--- config.mk ---
export PLATFORM = sky130hd
export DESIGN_NAME = lcm_report_arbiter_flat
export DESIGN_NICKNAME = d
export VERILOG_FILES = /design/src/rtl/lcm_report_arbiter_if.sv /design/src/rtl/lcm_report_arbiter.sv /design/src/flat_wrapper.sv
export SDC_FILE = /design/constraint.sdc
export NUM_CORES = 1
export LEC_CHECK = 0
export BUFFER_PORTS_ARGS = -buffer_cell sky130_fd_sc_hd__buf_2
export CAP_MARGIN = 20
export CORE_AREA = 2 2 273 275
export CTS_CLUSTER_DIAMETER = 60
export DETAILED_ROUTE_END_ITERATION = 10
export DIE_AREA = 0 0 275 277
export HOLD_SLACK_MARGIN = 0.03
export SLEW_MARGIN = 40
export SYNTH_ARGS = -nofsm -noshare
export SYNTH_HDL_FRONTEND = slang
export SYNTH_SLANG_ARGS = --single-unit
--- constraint.sdc ---
create_clock -name clk -period 4.9 [get_ports clk]
set_input_delay 0.735 -clock clk [delete_from_list [all_inputs] [get_ports clk]]
set_output_delay 0.735 -clock clk [all_outputs]
set_load 0.005 [all_outputs]
--- src/rtl/lcm_report_arbiter_if.sv ---
// lcm_report_arbiter_if: bundles the report-path signals between packet sources and the arbiter
//   iv_req/ov_ack            per-source request level and one-cycle grant pulse
//   iv_data/iv_data_wr       concatenated source words (source i at [i*DW +: DW]) and word-valids
//   i_out_almost_full        downstream backpressure, gates new grants only
//   ov_data/o_data_wr        forwarded word and its valid
//   ov_timeout_cnt/o_busy    saturating watchdog-abort count and packet-in-flight flag
interface lcm_report_arbiter_if #(
  parameter int NUM_REQ = 4,
  parameter int DW      = 134
);
  logic [NUM_REQ-1:0]    iv_req;
  logic [NUM_REQ-1:0]    ov_ack;
  logic [NUM_REQ*DW-1:0] iv_data;
  logic [NUM_REQ-1:0]    iv_data_wr;
  logic                  i_out_almost_full;
  logic [DW-1:0]         ov_data;
  logic                  o_data_wr;
  logic [15:0]           ov_timeout_cnt;
  logic                  o_busy;
  modport slave (
    input  iv_req, iv_data, iv_data_wr, i_out_almost_full,
    output ov_ack, ov_data, o_data_wr, ov_timeout_cnt, o_busy
  );
  modport master (
    output iv_req, iv_data, iv_data_wr, i_out_almost_full,
    input  ov_ack, ov_data, o_data_wr, ov_timeout_cnt, o_busy
  );
endinterface

--- src/rtl/lcm_report_arbiter.sv ---
// lcm_report_arbiter: round-robin, packet-granular arbiter sharing one report path among NUM_REQ sources
//   clk     system clock
//   rst_n   asynchronous active-low reset
//   io_bus  slave side of lcm_report_arbiter_if (requests/data in, grant and forwarded word out)
module lcm_report_arbiter #(
  parameter int NUM_REQ     = 4,
  parameter int DW          = 134,
  parameter int MAX_PKT_CYC = 256
) (
  input logic clk,
  input logic rst_n,
  lcm_report_arbiter_if.slave io_bus
);
  localparam int PW = (NUM_REQ > 1) ? $clog2(NUM_REQ) : 1;
  localparam int WW = $clog2(MAX_PKT_CYC);
  typedef enum logic [1:0] {IDLE, GRANT, XFER, ABORT} state_t;
  state_t          r_state, w_next;
  logic [PW-1:0]   r_ptr, r_win, w_pick, w_idx, w_win_inc;
  logic [WW-1:0]   r_wd;
  logic [DW-1:0]   r_data, w_word;
  logic            r_wr, r_tail_out, w_wr, w_tail, w_wd_exp;
  logic [15:0]     r_to_cnt;
  assign w_word    = DW'(io_bus.iv_data >> (int'(r_win) * DW));
  assign w_wr      = io_bus.iv_data_wr[r_win];
  assign w_tail    = w_wr && (w_word[DW-1 -: 2] == 2'b10);
  // Watchdog reads MAX_PKT_CYC-2 in the cycle whose increment reaches MAX_PKT_CYC-1
  assign w_wd_exp  = r_wd == WW'(MAX_PKT_CYC - 2);
  assign w_win_inc = (r_win == PW'(NUM_REQ - 1)) ? '0 : r_win + 1'b1;
  // Lowest offset from the pointer wins, so the loop runs from the far end down
  always_comb begin
    w_pick = r_ptr;
    w_idx  = '0;
    for (int k = NUM_REQ - 1; k >= 0; k--) begin
      w_idx = PW'((int'(r_ptr) + k) % NUM_REQ);
      if (io_bus.iv_req[w_idx]) w_pick = w_idx;
    end
  end
  always_comb begin
    w_next = r_state;
    unique case (r_state)
      IDLE:    w_next = (|io_bus.iv_req && !io_bus.i_out_almost_full) ? GRANT : IDLE;
      GRANT:   w_next = XFER;
      XFER:    w_next = w_tail ? IDLE : w_wd_exp ? ABORT : XFER;
      default: w_next = IDLE;
    endcase
  end
  always_ff @(posedge clk or negedge rst_n) begin
    if (!rst_n) begin
      r_state    <= IDLE;
      r_ptr      <= '0;
      r_win      <= '0;
      r_wd       <= '0;
      r_data     <= '0;
      r_wr       <= 1'b0;
      r_tail_out <= 1'b0;
      r_to_cnt   <= '0;
    end else begin
      r_state    <= w_next;
      r_wr       <= 1'b0;
      r_tail_out <= 1'b0;
      if (r_state == IDLE && w_next == GRANT) r_win <= w_pick;
      if (r_state == GRANT) r_wd <= '0;
      if (r_state == XFER) begin
        r_wd <= r_wd + 1'b1;
        if (w_wr) begin
          r_data <= w_word;
          r_wr   <= 1'b1;
        end
        if (w_tail) begin
          r_ptr      <= w_win_inc;
          r_tail_out <= 1'b1;
        end
      end
      if (r_state == ABORT) begin
        r_data     <= {2'b10, {(DW-2){1'b0}}};
        r_wr       <= 1'b1;
        r_tail_out <= 1'b1;
        r_ptr      <= w_win_inc;
        r_to_cnt   <= r_to_cnt + {15'b0, ~&r_to_cnt};
      end
    end
  end
  assign io_bus.ov_ack         = (r_state == GRANT) ? NUM_REQ'(1) << r_win : '0;
  assign io_bus.ov_data        = r_data;
  assign io_bus.o_data_wr      = r_wr;
  assign io_bus.ov_timeout_cnt = r_to_cnt;
  // Busy stays up through the cycle the tail sits on ov_data
  assign io_bus.o_busy         = (r_state != IDLE) || r_tail_out;
endmodule

--- src/flat_wrapper.sv ---
// flat-port wrapper written by rule: the top's interface ports become plain ports
module lcm_report_arbiter_flat 
#(
  parameter int NUM_REQ     = 4,
  parameter int DW          = 134,
  parameter int MAX_PKT_CYC = 256
)
  (clk, rst_n, io_bus_iv_req, io_bus_iv_data, io_bus_iv_data_wr, io_bus_i_out_almost_full, io_bus_ov_ack, io_bus_ov_data, io_bus_o_data_wr, io_bus_ov_timeout_cnt, io_bus_o_busy);
  lcm_report_arbiter_if #(.NUM_REQ(NUM_REQ), .DW(DW)) io_bus_i ();
  input logic clk;
  input logic rst_n;
  input wire logic [$bits(io_bus_i.iv_req)-1:0] io_bus_iv_req;
  input wire logic [$bits(io_bus_i.iv_data)-1:0] io_bus_iv_data;
  input wire logic [$bits(io_bus_i.iv_data_wr)-1:0] io_bus_iv_data_wr;
  input wire logic [$bits(io_bus_i.i_out_almost_full)-1:0] io_bus_i_out_almost_full;
  output wire logic [$bits(io_bus_i.ov_ack)-1:0] io_bus_ov_ack;
  output wire logic [$bits(io_bus_i.ov_data)-1:0] io_bus_ov_data;
  output wire logic [$bits(io_bus_i.o_data_wr)-1:0] io_bus_o_data_wr;
  output wire logic [$bits(io_bus_i.ov_timeout_cnt)-1:0] io_bus_ov_timeout_cnt;
  output wire logic [$bits(io_bus_i.o_busy)-1:0] io_bus_o_busy;
  assign io_bus_i.iv_req = io_bus_iv_req;
  assign io_bus_i.iv_data = io_bus_iv_data;
  assign io_bus_i.iv_data_wr = io_bus_iv_data_wr;
  assign io_bus_i.i_out_almost_full = io_bus_i_out_almost_full;
  assign io_bus_ov_ack = io_bus_i.ov_ack;
  assign io_bus_ov_data = io_bus_i.ov_data;
  assign io_bus_o_data_wr = io_bus_i.o_data_wr;
  assign io_bus_ov_timeout_cnt = io_bus_i.ov_timeout_cnt;
  assign io_bus_o_busy = io_bus_i.o_busy;
  lcm_report_arbiter #(.NUM_REQ(NUM_REQ), .DW(DW), .MAX_PKT_CYC(MAX_PKT_CYC)) u_core (.clk(clk), .rst_n(rst_n), .io_bus(io_bus_i));
endmodule
Yosys cells after proc, flatten, opt, wreduce, memory -nomap -nowiden
Cells that the tools add are included.
{ "classes": {"mul": 1, "n_addsub": 6, "n_mux": 34, "shift": 2, "order_cmp": 5, "eq_ne": 7, "n_reduce_logical": 16} }
{ "ops": {"columns": ["operator", "n"], "rows": [
  [">> shifter 536 x 32 -> 134 bit", 1],
  ["2-to-1 mux 134 bit", 3],
  ["2-to-1 mux 2 bit", 9],
  ["adder 16 x 1 -> 16 bit", 1],
  ["2-to-1 mux 8 bit", 2],
  ["AND reduction 16 bit", 1],
  ["< comparator 2 x 3 -> 1 bit, second input constant", 5],
  ["2-to-1 mux 1 bit", 13],
  ["binary-select mux 1 bit (select 2 bit)", 5],
  ["nonzero test 2 bit", 5],
  ["multiplier 2 x 7 -> 9 bit, second input constant", 1],
  ["adder 8 x 1 -> 8 bit, second input constant", 1],
  ["equality test 2 bit, second input constant", 4],
  ["equality test 8 bit, second input constant", 1],
  ["case mux 2 bit (3 select lines)", 1],
  ["adder 2 x 1 -> 2 bit, second input constant", 2],
  ["adder 2 bit, second input constant", 2],
  ["equality test 2 x 1 -> 1 bit, second input constant", 2],
  ["2-to-1 mux 4 bit", 1],
  ["AND reduction 2 bit", 2],
  ["OR reduction 4 bit", 1],
  ["<< shifter 1 x 2 -> 4 bit, first input constant", 1],
  ["logical AND 1 bit", 3],
  ["logical NOT 1 bit", 2],
  ["2 further kinds", 2]
]} }
{ "word_totals": {"register_bits": 166, "elab_cells": 79} }

Logic depth before layout (Yosys ltp)
{ "logic_depth": {"depth_word": 8, "ltp_mapped": 9} }

Worst setup path before layout
OpenSTA, ideal clock, no wires.
{ "synth_timing": {"path_kind": "reg2out", "start": "register u_core.r_win[1]", "end": "output port io_bus_ov_ack[1]", "path_stages_with_launch": 7, "arrival_ns": 1.614, "path_slack_ns": 2.551, "required_time_ns": 4.165, "path_buffers": 3, "cell_sequence": "dfrtp_1 buf_2 buf_1 clkbuf_1 inv_1 ha_1 and2_1"} }
{ "synth_between": {"elab_chain_len": 2} }
{ "synth_lines": {"columns": ["element", "line_no", "rtl"], "rows": [
  ["from (decl)", "lcm_report_arbiter.sv:18", "logic [PW-1:0] r_ptr, r_win, w_pick, w_idx, w_win_inc;"],
  ["from (signal assigned)", "lcm_report_arbiter.sv:61", "if (r_state == IDLE && w_next == GRANT) r_win <= w_pick;"],
  ["<< shifter 1 x 2 -> 4 bit", "lcm_report_arbiter.sv:83", "assign io_bus.ov_ack = (r_state == GRANT) ? NUM_REQ'(1) << r_win : '0;"],
  ["2-to-1 mux 4 bit", "lcm_report_arbiter.sv:83", null],
  ["to (decl)", "flat_wrapper.sv:16", "output wire logic [$bits(io_bus_i.ov_ack)-1:0] io_bus_ov_ack;"]
]} }
Every way passes these cells.

Worst setup path after layout
{ "layout_timing": {"start": "register u_core.r_win[0]", "end": "register u_core.r_data[17], in the netlist u_core.io_bus.ov_data[17]"} }
{ "layout_between": {"elab_chain_len": 5, "word_cells_on_any_way": 9, "classes_between": "mul (1); shift (1); mux (5); reduce/logical (2)"} }
{ "layout_lines": {"columns": ["element", "line_no", "rtl"], "rows": [
  ["multiplier 2 x 7 -> 9 bit", "lcm_report_arbiter.sv:23", "assign w_word = DW'(io_bus.iv_data >> (int'(r_win) * DW));"],
  [">> shifter 536 x 32 -> 134 bit", "lcm_report_arbiter.sv:23", null],
  ["2-to-1 mux 134 bit", "lcm_report_arbiter.sv:65", "if (w_wr) begin"],
  ["2-to-1 mux 134 bit", "lcm_report_arbiter.sv:63", "if (r_state == XFER) begin"],
  ["2-to-1 mux 134 bit", "lcm_report_arbiter.sv:74", "if (r_state == ABORT) begin"],
  ["to (signal assigned)", "lcm_report_arbiter.sv:66", "r_data <= w_word;"],
  ["to (signal assigned)", "lcm_report_arbiter.sv:75", "r_data <= {2'b10, {(DW-2){1'b0}}};"],
  ["to (decl)", "lcm_report_arbiter.sv:20", "logic [DW-1:0] r_data, w_word;"]
]} }
Parallel ways exist; a longest one is shown, timed or not. The select of a mux whose other input is x is not followed.
A chain may end at the register's enable or synchronous reset.

==> metrics.md <==
| Metric | Value |
|---|---|
| Type of origin of the critical path | `flop` |
| Area growth syn-to-layout | `51.0%` |
| Die height | `277 um` |
| Combinational share of power | `0.538` |
| Synth Area in XOR/XNOR | `0.0138` |
| Post-Syn Instances | `921` |
| Routed vias/inst | `4.00` |
| Hold buffers post-CTS | `0` |
| Mux contribution to synthesized area | `0.304` |
| Register Area | `4160 sq um` |
| Min cycle time layout | `2.71 ns` |
| Met1 Use GR | `0.145` |
| Fin Setup TNS | `0 ns` |
| Root Driver | `clkbuf_16` |
| Pwr Density | `520 nW/um^2` |
| RSZ-0062 raised after global routing | `no` |
| Initial antenna violation count | `12` |
| I/O Pins | `703` |
| Worst path required time | `5.29 ns` |
| GRT Resource Usage Total | `0.123` |
| Synth Area in Simple Gates | `0.138` |
| TritonCTS Buffers | `17` |
| Largest net degree at the start of global routing | `99` |
| Register bit total from synthesis | `166` |
| Vias | `10.2k` |
| CTS tree | `done` |
| Worst skew pair latency | `0.48 ns` |
| Clock transition at path regs | `0.07 ns` |
| Clk sinks | `166` |
| Critical path class | `flop to flop` |
| Fmax | `369 MHz` |
| Clock power share | `0.177` |
| Mapped Nets | `1480` |
| Synth area leaders | `dfrtp_1, mux4_2, nand2_1, a21oi_1, buf_2` |
| Number of global-route vias before repair | `10.3k` |
| Met3 usage | `0.0421` |
| Synth cell types | `41` |
| Tcrit/Tclk final | `0.552` |
| Port buffer count | `702` |
| Drt pass-1 iters | `5` |
| Sequential element share of the synthesized area | `0.409` |
| Ys flop type | `dfrtp_1` |
| Pleak | `7.24 nW` |
| Remaining Overflow, GRT | `0` |
| Complex-gate fraction of the synthesized area | `0.0811` |
| Top-area cell type share of the netlist area | `0.409` |
| Post-route ant nets | `0` |
| Int Power | `0.00467 W` |
| Final Hold Vio Count | `0` |
| Final WL | `48.0 mm` |
| Switching power total | `0.00329 W` |
| Slew @ Worst Pin | `0.805 ns` |
| HPWL after DPL | `40.2 mm` |
| Worst setup EP type | `flop` |
| Adder-Cell Fraction of Synth Area | `0.0148` |
| Outcome | `finished, final reports clean` |
| Footprint of the multi-input gates | `5630 sq um` |
| Placed instance count | `2526` |
| DRC viols | `0` |
| WL/cell | `18.7 um` |
| Filler cell count in the final layout | `8123` |
| First-pass GRT wire length | `67.8 mm` |
| Reg power frac | `0.285` |
| Top-count cell post-synth | `nand2_1` |
| Clock Path Buffers | `2` |
| Crit path max fanout | `98` |
| Die area | `76200 sq um` |
| Nets | `2136` |
| Post-CTS setup buffers | `0` |
| Area leader, netlist | `dfrtp_1` |
| Maxcap violations | `0` |
| Ys async rst share | `1.00` |
| Final setup viols | `0` |
| M2 GR Usage | `0.205` |
| Number of synthesized flops with an enable pin | `0` |
| # rows | `100` |
| Avg Inst Size Synth | `11.0 sq um` |
| Synth Cell Area | `10200 sq um` |
| Synthesis warning total | `0` |
| VDD IR-drop max | `413 uV` |
| Most common library cells after synthesis | `nand2_1, dfrtp_1, a21oi_1` |
| Arrival time worst endpoint | `3.09 ns` |
| Clk_skew | `0.0131 ns` |
| RePlAce Congestion | `0.946` |
| Initial core utilization | `0.138` |
| Path type of the worst min-delay path | `input pin to asynchronous set/reset pin` |
| Layout cells sized above 1 | `0.560` |
| Die Span X | `275 um` |
| Number of DRC markers in iteration 0 | `537` |
| Non-filler instance count after layout | `2565` |
| Final Max Tran Viols | `0` |
| Htree depth | `4` |
| Core region area | `73600 sq um` |
| Worst rel slew slack | `0.463` |
| Global route hottest layer | `met2` |
| Post-CTS Resized | `0` |
| Sw frac | `0.413` |
| Main combinational cell family by area after synthesis | `multiplexers` |
critical path: stages (launching register included):
cell     delay, ns
dfrtp_4       0.68
mux4_2        0.69
nand2_8       0.56
buf_4         0.37
nand2_1       0.08
a21oi_1       0.15
layer usage:
metal  wire, um  up-vias
met5         30        -
met4       1330        4
met3       4500       54
met2      23100      528
met1      19000     5004
li1           -     4658
power by group through the flow:
stage / registers (W) / logic [W] / clock network [W]
floorplan: 0.00221 / 0.00275 / 0
global route: 0.00235 / 0.00473 / 0.00154
CTS: 0.00228 / 0.00438 / 0.00150
detailed placement: 0.00231 / 0.00437 / 0
finish: 0.00227 / 0.00428 / 0.00141
global placement: 0.00227 / 0.00435 / 0
flip-flops by register name (all words and copies together), names as in the netlist:
register and flops:
u_core.r_ptr 2, u_core.io_bus.o_data_wr 1, u_core.io_bus.ov_timeout_cnt 16, u_core.r_wd 8, u_core.r_tail_out 1, u_core.r_state 2, u_core.r_win 2, u_core.io_bus.ov_data 134
per-stage QoR:
step	total power, W	hold slack (ns)	worst slack (ns)	utilization	area (sq um)
4_1_cts	0.00815	0.208	2.17	0.208	15300
5_1_grt	0.00863	0.247	2.06	0.208	15300
2_1_floorplan	0.00496	0.439	2.55	-	10200
3_5_place_dp	0.00668	0.483	2.13	0.200	14700
3_3_place_gp	0.00663	0.472	2.17	0.200	14700
6_report	0.00797	0.224	2.19	0.208	15300
cells by family after synthesis:
kind of cell               after synthesis
and+or+nand+nor                        341
DFF                                    166
AOI/OAI and AO/OA                      158
muxes                                  139
buffers and inverters                   89
xor gates and xnor gates                16
adders and majority gates               12
cell type report:
cell class                      count  area share
Clock buffer                       17      0.0278
Timing Repair Buffer              714       0.239
Sequential cell                   166       0.271
Tap cell                          969      0.0791
Antenna cell                        6    0.000980
Clock inverter                     15      0.0113
Multi-Input combinational cell    666       0.367
Inverter                           12     0.00294
placed cells by master, fill, tap and decap left out, drive strengths merged, types with 2 or more instances in the layout:
cell type,n
mux2,3
nor2,10
a21oi,138
o21ai,14
nor2b,3
nand2,289
ha,12
dfrtp,166
clkinvlp,4
xor2,4
inv,16
nand4,7
nand3b,3
nand2b,2
diode,6
xnor2,12
bufinv,2
clkinv,5
or3,4
clkbuf,18
mux4,135
nand3,9
and2,5
buf,713
and3,3
worst paths after layout:
path | from | to | slack [ns] | depth (start not counted)
setup / recovery | u_core.r_win[0] | u_core.io_bus.ov_data[17] | 2.19 | 5
hold / removal | rst_n | u_core.io_bus.ov_data[51] | 0.22 | 1
setup reg to reg | u_core.r_win[0] | u_core.io_bus.ov_data[17] | 2.19 | 5
hold reg to reg | u_core.io_bus.ov_timeout_cnt[7] | u_core.io_bus.ov_timeout_cnt[7] | 0.49 | 1
max in group asynchronous | rst_n | u_core.io_bus.ov_data[111] | 3.66 | 2
min in group clk | u_core.io_bus.ov_timeout_cnt[7] | u_core.io_bus.ov_timeout_cnt[7] | 0.49 | 1
No activity file was read; power rests on OpenSTA's default activity.
